===== src/rtl/ripple_count_capture.sv =====
// Synchronizes, glitch-filters and wrap-extends a 4-bit ripple counter; hands out snapshots over valid/ready.
// Optional build macro CAPTURE_TIMEOUT_EN: bounded WAIT_STABLE dwell that returns the last good value flagged by snap_err.
module ripple_count_capture #(
  parameter int WIDTH          = 4,
  parameter int EXT_WIDTH      = 4,
  parameter int STABLE_CYCLES  = 2,
  parameter int TIMEOUT_CYCLES = 64
) (
  input  logic                       clk,
  input  logic                       rst_n,
  input  logic [WIDTH-1:0]           count_in,
  input  logic                       capture_req,
  input  logic                       snap_ready,
  output logic                       snap_valid,
  output logic [WIDTH+EXT_WIDTH-1:0] snap_data,
  output logic                       snap_err,
  output logic                       wrap_pulse,
  output logic                       busy
);

  localparam logic [3:0]           STABLE_MAX = 4'(STABLE_CYCLES);
  localparam logic [EXT_WIDTH-1:0] EXT_ONE    = EXT_WIDTH'(1);

  if (STABLE_CYCLES < 1 || STABLE_CYCLES > 15) begin : g_bad_stable
    $error("STABLE_CYCLES must be within 1..15");
  end
  if (TIMEOUT_CYCLES < 1 || TIMEOUT_CYCLES > 255) begin : g_bad_timeout
    $error("TIMEOUT_CYCLES must be within 1..255");
  end

  typedef enum logic [1:0] {IDLE, WAIT_STABLE, HOLD} state_t;

  state_t               state;
  logic [WIDTH-1:0]     sync1;
  logic [WIDTH-1:0]     sync2;
  logic [WIDTH-1:0]     sync_prev;
  logic [WIDTH-1:0]     settled_val;
  logic [3:0]           s_cnt;
  logic [EXT_WIDTH-1:0] ext_cnt;
  logic                 stable;
  logic                 upd;
  logic                 wrap;

  function automatic logic [3:0] sat_inc(input logic [3:0] v);
    return (v >= STABLE_MAX) ? STABLE_MAX : v + 4'd1;
  endfunction

  // Stage: two-flop synchronizer plus one-sample history
  always_ff @(posedge clk or negedge rst_n) begin
    if (!rst_n) begin
      sync1     <= '0;
      sync2     <= '0;
      sync_prev <= '0;
    end else begin
      sync1     <= count_in;
      sync2     <= sync1;
      sync_prev <= sync2;
    end
  end

  // Stage: stability filter; a sample that differs from its predecessor is never trusted,
  // even if the counter is still saturated from the previous value
  always_ff @(posedge clk or negedge rst_n) begin
    if (!rst_n) begin
      s_cnt <= '0;
    end else if (sync2 != sync_prev) begin
      s_cnt <= '0;
    end else begin
      s_cnt <= sat_inc(s_cnt);
    end
  end

  assign stable = (s_cnt == STABLE_MAX) && (sync2 == sync_prev);
  assign upd    = stable && (sync2 != settled_val);
  assign wrap   = upd && (sync2 < settled_val);

  // Stage: settled value and wrap extension
  always_ff @(posedge clk or negedge rst_n) begin
    if (!rst_n) begin
      settled_val <= '0;
      ext_cnt     <= '0;
      wrap_pulse  <= 1'b0;
    end else begin
      wrap_pulse <= wrap;
      if (upd) begin
        settled_val <= sync2;
      end
      if (wrap) begin
        ext_cnt <= ext_cnt + EXT_ONE;
      end
    end
  end

`ifdef CAPTURE_TIMEOUT_EN
  localparam logic [7:0] TMO_LAST = 8'(TIMEOUT_CYCLES - 1);
  logic [7:0] tmo_cnt;
`else
  assign snap_err = 1'b0;
`endif

  // Stage: snapshot FSM; the snapshot register is the only state frozen in HOLD
  always_ff @(posedge clk or negedge rst_n) begin
    if (!rst_n) begin
      state      <= IDLE;
      snap_valid <= 1'b0;
      snap_data  <= '0;
`ifdef CAPTURE_TIMEOUT_EN
      snap_err   <= 1'b0;
      tmo_cnt    <= '0;
`endif
    end else begin
      case (state)
        IDLE: begin
          if (capture_req) begin
            state <= WAIT_STABLE;
`ifdef CAPTURE_TIMEOUT_EN
            tmo_cnt <= '0;
`endif
          end
        end
        WAIT_STABLE: begin
          // An update this cycle defers the capture so the post-update value is returned
          if (stable && !upd) begin
            snap_data  <= {ext_cnt, settled_val};
            snap_valid <= 1'b1;
            state      <= HOLD;
`ifdef CAPTURE_TIMEOUT_EN
            snap_err   <= 1'b0;
          end else if (tmo_cnt == TMO_LAST) begin
            snap_data  <= {ext_cnt, settled_val};
            snap_valid <= 1'b1;
            snap_err   <= 1'b1;
            state      <= HOLD;
          end else begin
            tmo_cnt <= tmo_cnt + 8'd1;
`endif
          end
        end
        HOLD: begin
          if (snap_ready) begin
            snap_valid <= 1'b0;
            state      <= IDLE;
`ifdef CAPTURE_TIMEOUT_EN
            snap_err   <= 1'b0;
`endif
          end
        end
        default: state <= IDLE;
      endcase
    end
  end

  assign busy = (state != IDLE);

endmodule


===== config.mk =====
export PLATFORM = sky130hd
export DESIGN_NAME = ripple_count_capture
export DESIGN_NICKNAME = d
export VERILOG_FILES = /design/src/rtl/ripple_count_capture.sv
export SDC_FILE = /design/constraint.sdc
export NUM_CORES = 1
export LEC_CHECK = 0
export ABC_CLOCK_PERIOD_IN_PS = 1800
export CAP_MARGIN = 20
export CORE_MARGIN = 2
export CORE_UTILIZATION = 48
export DETAILED_ROUTE_END_ITERATION = 10
export PLACE_DENSITY = 0.8
export SLEW_MARGIN = 5
export SYNTH_ARGS = -nofsm -noshare
export SYNTH_HDL_FRONTEND = slang
export SYNTH_SLANG_ARGS = --single-unit

===== constraint.sdc =====
create_clock -name clk -period 1.8 [get_ports clk]
set_clock_uncertainty 0.05 [all_clocks]
set_input_delay 0.18 -clock clk [delete_from_list [all_inputs] [get_ports clk]]
set_output_delay 0.18 -clock clk [all_outputs]
set_load 0.1 [all_outputs]

After elaboration in Yosys (flattened, before gate mapping). Index checks and enable logic that the tools add are counted. Widths: inputs -> output; s select.

Add/sub/neg operators: 2. Order comparisons: 2. Equal/unequal tests: 9. Multiplexer cells: 9. Reductions and logical operators: 11.

Operators with widths (count): $add 4x1->4 const B (2); $mux 4 (2); $ne 4x4->1 (2); $mux 2 (3); $ne 2x2->1 const B (3); $pmux 2 s3 (1); $reduce_and 3->1 (2); $eq 4x2->1 const B (1); $eq 4x4->1 (1); $ge 4x2->1 const B (1); $logic_and 1x1->1 (4); $lt 4x4->1 (1); $reduce_bool 2->1 (2); $eq 2x1->1 const B (1); $eq 2x2->1 const B (1); $logic_not 2->1 (1); $mux 1 (2); $pmux 1 s2 (1); $reduce_and 2->1 (1); $logic_not 1->1 (1).

Register bits after elaboration: 36. Output and inout port bits: 12. Logic and storage cells: 43.

Logic depth before layout (Yosys ltp). Gate-level depths: netlist of the first run.

Depth in word-level cells: 7. Gate-level depth with buffers: 6.

Worst setup path after synthesis of the first run. No wires, ideal clock.

Kind: reg-to-reg. Start: register s_cnt[0]. End: register snap_data[0]. Library setup time: 126 ps. Arrival: 1716 ps. Data required time: 1624 ps. Slack: -91 ps. Stages on the path, launching flop included: 7. Buffers on the path: 0. Cells stage by stage: dfrtp_1 -> inv_1 -> ha_1 -> or3b_1 -> nor3_4 -> nand4b_4 -> mux2_2.

Longest elaborated chain between the ends: 6.

Ends and longest elaborated chain: from (decl) (line 38) `logic [3:0] s_cnt;`; from (signal assigned) (line 69) `s_cnt <= sat_inc(s_cnt);`; $eq 4x2->1 * (line 73) `assign stable = (s_cnt == STABLE_MAX) && (sync2 == sync_prev);`; $logic_and 1x1->1 * (line 73); $logic_and 1x1->1 (line 74) `assign upd = stable && (sync2 != settled_val);`; $logic_not 1->1 (line 123) `if (stable && !upd) begin`; $logic_and 1x1->1 * (line 123); $reduce_and 2->1 (no source line) *; to (signal assigned) (line 124) `snap_data <= {ext_cnt, settled_val};`; to (decl) (line 15) `output logic [WIDTH+EXT_WIDTH-1:0] snap_data,`.

Mark *: on every way between the ends. The rest lies on a longest branch, timed or not. A chain may end at the register's enable or synchronous reset.

Final worst setup path of the first run.
Start: register s_cnt[0]. End: register snap_data[5].

The elaborated chain is that of the path after synthesis.

==> results of run 1 <==
power by group through the flow:
| stage | clock, µW | sequential [µW] | combinational [µW] |
|---|---|---|---|
| 2_1_floorplan | 0 | 878 | 68.2 |
| 3_3_place_gp | 0 | 861 | 154 |
| 3_5_place_dp | 0 | 863 | 161 |
| 4_1_cts | 368 | 847 | 163 |
| 5_1_grt | 413 | 849 | 181 |
| 6_report | 355 | 846 | 165 |
through the flow:
stage,setup TNS [ns],worst slack [ns]
after floorplan,-1.055,-0.08684
after global placement,-1.398,-0.1128
after detailed placement,-2.165,-0.1551
after CTS,-2.284,-0.1645
after global routing,-3.653,-0.2493
final,-1.876,-0.1354
registers in the layout, summed over array words and instances (netlist names):
| signal | count |
|---|---|
| state | 2 |
| wrap_pulse | 1 |
| snap_valid | 1 |
| sync2 | 4 |
| sync1 | 4 |
| ext_cnt | 4 |
| sync_prev | 4 |
| s_cnt | 4 |
| settled_val | 4 |
| snap_data | 8 |
cells by family (layout without fill, tap and decap cells):
kind of cell	Yosys count	after routing	share of synthesized area [%]
buffers and inverters	7	49	2.053
XOR/XNOR	7	7	4.192
multiplexers	13	13	10.01
other	1	2	0.2564
AO/OA/AOI/OAI	9	9	4.106
adder cells (fa/ha/maj)	7	7	5.988
flip-flops	36	36	61.59
AND/OR/NAND/NOR	24	24	11.81
final cells by class:
type | count | area share (%)
Tap cell | 33 | 2.209
Clock buffer | 5 | 2.008
Timing Repair Buffer | 38 | 17.07
Sequential cell | 36 | 48.19
Multi-Input combinational cell | 62 | 29.32
Inverter | 6 | 1.205
worst max path at each step:
stage | cells after the start | end
5_1_grt | 6 | settled_val[3]
3_5_place_dp | 6 | snap_data[5]
4_1_cts | 6 | snap_data[5]
2_1_floorplan | 6 | snap_data[0]
6_report | 6 | snap_data[5]
3_3_place_gp | 6 | snap_data[3]
timing repair:
item,4_1_cts,5_1_grt
endpoints found under the setup margin,16,18
setup buffers,1,3
resized for setup,2,1
pin swaps,3,4
critical path, delay by kind of cell (launching register included):
family	cells	cell delay, ns
AND/OR/NAND/NOR	3	0.84
adder cells (fa/ha/maj)	1	0.16
multiplexers	1	0.33
buffers and inverters	1	0.06
flip-flops	1	0.39
synthesized netlist by cell type (2+ instances only):
cell type  number
dfrtp_1        36
mux2_2         13
ha_1            7
inv_1           6
nand2_1         4
xor2_1          4
xnor2_1         3
a21oi_1         2
a31oi_1         2
and3_1          2
and4_1          2
nand4_1         2
nor2_1          2
layer usage:
layer,up-vias,track usage [%],part of all wire (%)
met5,-,0,0
met4,0,10.39,2.5
met3,11,4.803,4.2
met2,19,26.22,52
met1,462,20.14,41
li1,449,-,-
==> results_dict.tcl, run 1 <==
set metrics [dict create \
    combPwrFrac_pct 12.1 \
    num_antenna_cells 0 \
    cts_made_buffers 5 \
    syn_inst 104 \
    cp-start-kind "flip-flop" \
    die-area_um2 3505 \
    die_x_um 59.20 \
    io_buffers 18 \
    grt_max_degree 37 \
    slowest_stage "dfrtp_1" \
    ys_types 32 \
    grt-ovfl-total 0 \
    yosysTopAreaCell "dfrtp_1" \
    drcViolationCount 0 \
    cpPeakStageDelay_ns 0.39 \
    dr.first_iter.drc_count 18 \
    p_clk_share_pct 26.0 \
    synth_top_area_share_pct 61.59 \
    rrSetupSlack_ns -0.14 \
    io_pins 20 \
    viasPerCell 5.228 \
    p_int_uw 1032 \
    grt_usage_pct 16.70 \
    synth_area_leaders "dfrtp_1, mux2_2, ha_1, xor2_1, xnor2_1" \
    cp.required_ns 1.97 \
    final_util_pct 62.77 \
    hold_viol 0 \
    path_class "reg -> reg" \
    p_leak_uw 0.0009801 \
    nets 164 \
    ys_seq_elements 36 \
    netlist_area_um2 1463 \
    p_seq_share_pct 61.9 \
    clock_tree.root_cell "clkbuf_4" \
    fin_cells 180 \
    grt_pass1_wl_um 4181 \
    fmax_ghz 0.5167 \
    antenna_found_initial 0 \
    setup-violations-final 16 \
    wirelength_um 2462 \
    dr_total_vias 941 \
    clockBufferDepth 2 \
    fin_hold_ws_ns 0.1938 \
    max-cap-violations 0 \
    power_switching_uw 334.7 \
    crit_path_start "s_cnt[0]" \
    placed_area_um2 1794 \
    synthToLayoutAreaGrowth_pct 27.80 \
    synth_area_per_cell_um2 14.06 \
    drtPass1Iterations 4 \
    postRouteAntennaNets 0 \
    synth_edf_count 0 \
    nFillCells 247 \
    finalWeightedCongestion 0.7352 \
    fin_ws_ns -0.1354 \
    ys.flop_type "dfrtp_1" \
    htree_levels 2 \
    crit_chain "inv_1, ha_2, or3b_4, nor3_4, nand4b_4, mux2_2" \
    hp-class "in -> async" \
    status "finished, violations left" \
    layout-drive-gt1-share_pct 38.78 \
    ys_seq_area_share_pct 61.59 \
    dp_cells 171 \
    start_util_pct 49.12 \
    peakVddDrop_mv 0.5021 \
    power_uw 1366 \
    final_area_um2 1869 \
    drv_slew 0 \
    cts.clk_slew.worst_paths_ns 0.09 \
    crit_arrival_ns 2.10 \
    synth-async-reset-ratio_pct 100.0 \
    dpl.hpwl_um 1849 \
    worstSetupEndpointType "flip-flop" \
    timing.final.crit_share_pct 107.5 \
    seq_area_um2 900.9 \
    cts_sinks 36 \
    multiInputGateArea_um2 548.0 \
    crit_fanout 9 \
    layout_commonest_cell "dfrtp_1" \
    yosysWarnings 0 \
    swShare_pct 24.50 \
    rsz0062_at_grt "yes" \
    grt_pass1_vias 959 \
    r2r_cells 6 \
    r2r_start "s_cnt[0]" \
    r2r_end "snap_data[5]" \
    core_area_um2 2978 \
    violations "setup timing" \
    post-route-min-period_ns 1.935 \
    final_cell_mix "dfrtp_1, buf_4, mux2_2" \
    power_density_nw_per_um2 731.0 \
    rows 20 \
    wl_per_cell_um 13.68 \
    holdBufCountCts 0 \
    clock_latency_ns 0.33 \
    die_h_um 59.20 \
    tritoncts "built" \
]
No activity file was read; power rests on OpenSTA's default activity.
==> run 2: changes to the inputs <==
HOLD_SLACK_MARGIN = 0.12   (was not set)
==> results of run 2 <==
No change in the layout: final DEF, timing and power equal those of run 1.
==> run 3: changes to the inputs <==
CELL_PAD_IN_SITES_DETAIL_PLACEMENT = 1   (was not set)
CELL_PAD_IN_SITES_GLOBAL_PLACEMENT = 1   (was not set)
CORE_UTILIZATION = 39   (was 48)
PLACE_DENSITY = 0.79   (was 0.8)
TNS_END_PERCENT = 50   (was not set)
==> results_dict.tcl, run 3 (synthesis results as in run 1) <==
set metrics [dict create \
    clock_tree.root_cell "clkbuf_8" \
    cts_made_buffers 5 \
    peakVddDrop_mv 0.4788 \
    layout_commonest_cell "dfrtp_1" \
    crit_fanout 5 \
    path_buf_inv 2 \
    post-route-min-period_ns 1.972 \
    p_clk_share_pct 35.7 \
    power_density_nw_per_um2 798.2 \
    combPwrFrac_pct 11.1 \
    dr_total_vias 959 \
    die-area_um2 4256 \
    cp.required_ns 1.91 \
    finalWeightedCongestion 0.6874 \
    die_x_um 65.24 \
    grt_pass1_wl_um 5133 \
    clockBufferDepth 2 \
    violations "setup timing" \
    nFillCells 388 \
    fin_ws_ns -0.1720 \
    p_leak_uw 0.001055 \
    power_switching_uw 382.0 \
    dpl.hpwl_um 2161 \
    cpPeakStageDelay_ns 0.39 \
    critical-path-top-delay-family "simple AND/OR/NAND/NOR gates" \
    largest_register "snap_data" \
    status "finished, violations left" \
    layout-drive-gt1-share_pct 42.38 \
    path_class "reg -> reg" \
    wl_per_cell_um 14.92 \
    largest_reg_flops 8 \
    clock_latency_ns 0.28 \
    cts_sinks 36 \
    cts.clk_slew.worst_paths_ns 0.07 \
    p_int_uw 1211 \
    wirelength_um 2969 \
    tritoncts "built" \
    drv_slew 0 \
    hold_viol 0 \
    p_seq_share_pct 53.2 \
    tns_ns -1.842 \
    worstSetupEndpointType "flip-flop" \
    viasPerCell 4.819 \
    grt-ovfl-total 0 \
    crit_chain "inv_1, ha_1, or3b_4, nor3_4, buf_6, nand4b_4, mux2_2" \
    fmax_ghz 0.5071 \
    holdBufCountCts 0 \
    max-cap-violations 0 \
    final_cell_mix "dfrtp_1, buf_4, mux2_2" \
    timing.final.crit_share_pct 109.6 \
    num_antenna_cells 0 \
    die_h_um 65.24 \
    start_util_pct 40.25 \
    final_util_pct 54.92 \
    rsz0062_at_grt "yes" \
    cp-start-kind "flip-flop" \
    drtPass1Iterations 2 \
    grt_max_degree 37 \
    antenna_found_initial 0 \
    core_area_um2 3633 \
    io_pins 20 \
    synthToLayoutAreaGrowth_pct 36.44 \
    hp-class "in -> async" \
    io_buffers 18 \
    slowest_stage "or3b_4" \
    nets 165 \
    grt_usage_pct 16.54 \
    rows 22 \
    htree_levels 2 \
    drcViolationCount 0 \
    postRouteAntennaNets 0 \
    grt_pass1_vias 1090 \
    crit_arrival_ns 2.08 \
    setup-violations-final 16 \
    swShare_pct 23.98 \
    dr.first_iter.drc_count 11 \
]
-- run 3: area by class of cell --
class	count	area, µm²	share of cell area (%)
well taps	48	60.06	3.009
clock buffers	6	82.58	4.138
clock inverters	2	10.01	0.5016
inverters	6	22.52	1.129
flip-flops and latches	36	900.9	45.14
multi-input cells	63	600.6	30.09
repair buffers	38	319.1	15.99
-- run 3: power by group through the flow --
| stage | Sequential (µW) | Clock (µW) | Combinational (µW) |
|---|---|---|---|
| after floorplan | 878 | 0 | 65.5 |
| after global placement | 860 | 0 | 153 |
| after detailed placement | 862 | 0 | 162 |
| after CTS | 847 | 588 | 169 |
| after global routing | 850 | 630 | 196 |
| final | 848 | 568 | 177 |
-- run 3: stage by stage --
step | power, µW | cell area, µm² | cells | setup WS [ns] | hold slack (ns)
after detailed placement | 1025 | 1814 | 187 | -0.2349 | 0.2863
after floorplan | 943.8 | 1469 | 105 | -0.08684 | -0.1656
after global routing | 1676 | 1996 | 199 | -0.2664 | 0.2735
final | 1593 | 1996 | 199 | -0.1720 | 0.2601
after CTS | 1604 | 1963 | 199 | -0.1668 | 0.2744
after global placement | 1014 | 1814 | 187 | -0.1595 | 0.2824
-- run 3: per-layer routing --
metal  GRT usage, %  wire (µm)  vias up
li1               -          -      456
met1          18.42       1176      476
met2          29.21       1621       23
met3          5.993        140        4
met4          5.469         31        0
met5              0          0        -
-- run 3: worst paths after layout --
kind                        startpoint           end  slack, ns  cells after the start
setup / recovery              s_cnt[0]  snap_data[3]      -0.17                      7
hold / removal                   rst_n  sync_prev[1]       0.26                      2
setup reg to reg              s_cnt[0]  snap_data[3]      -0.17                      7
hold reg to reg               sync1[3]      sync2[3]       0.30                      0
max in group asynchronous        rst_n      sync1[0]       1.13                      2
min in group clk           count_in[2]      sync1[2]       0.28                      1
-- run 3: what timing repair did --
item / CTS / global route
setup buffers: 3 / 0
cloned: 1 / 0
resized for setup: 3 / 5
pin swaps: 1 / 1
setup endpoints to repair: 16 / 19
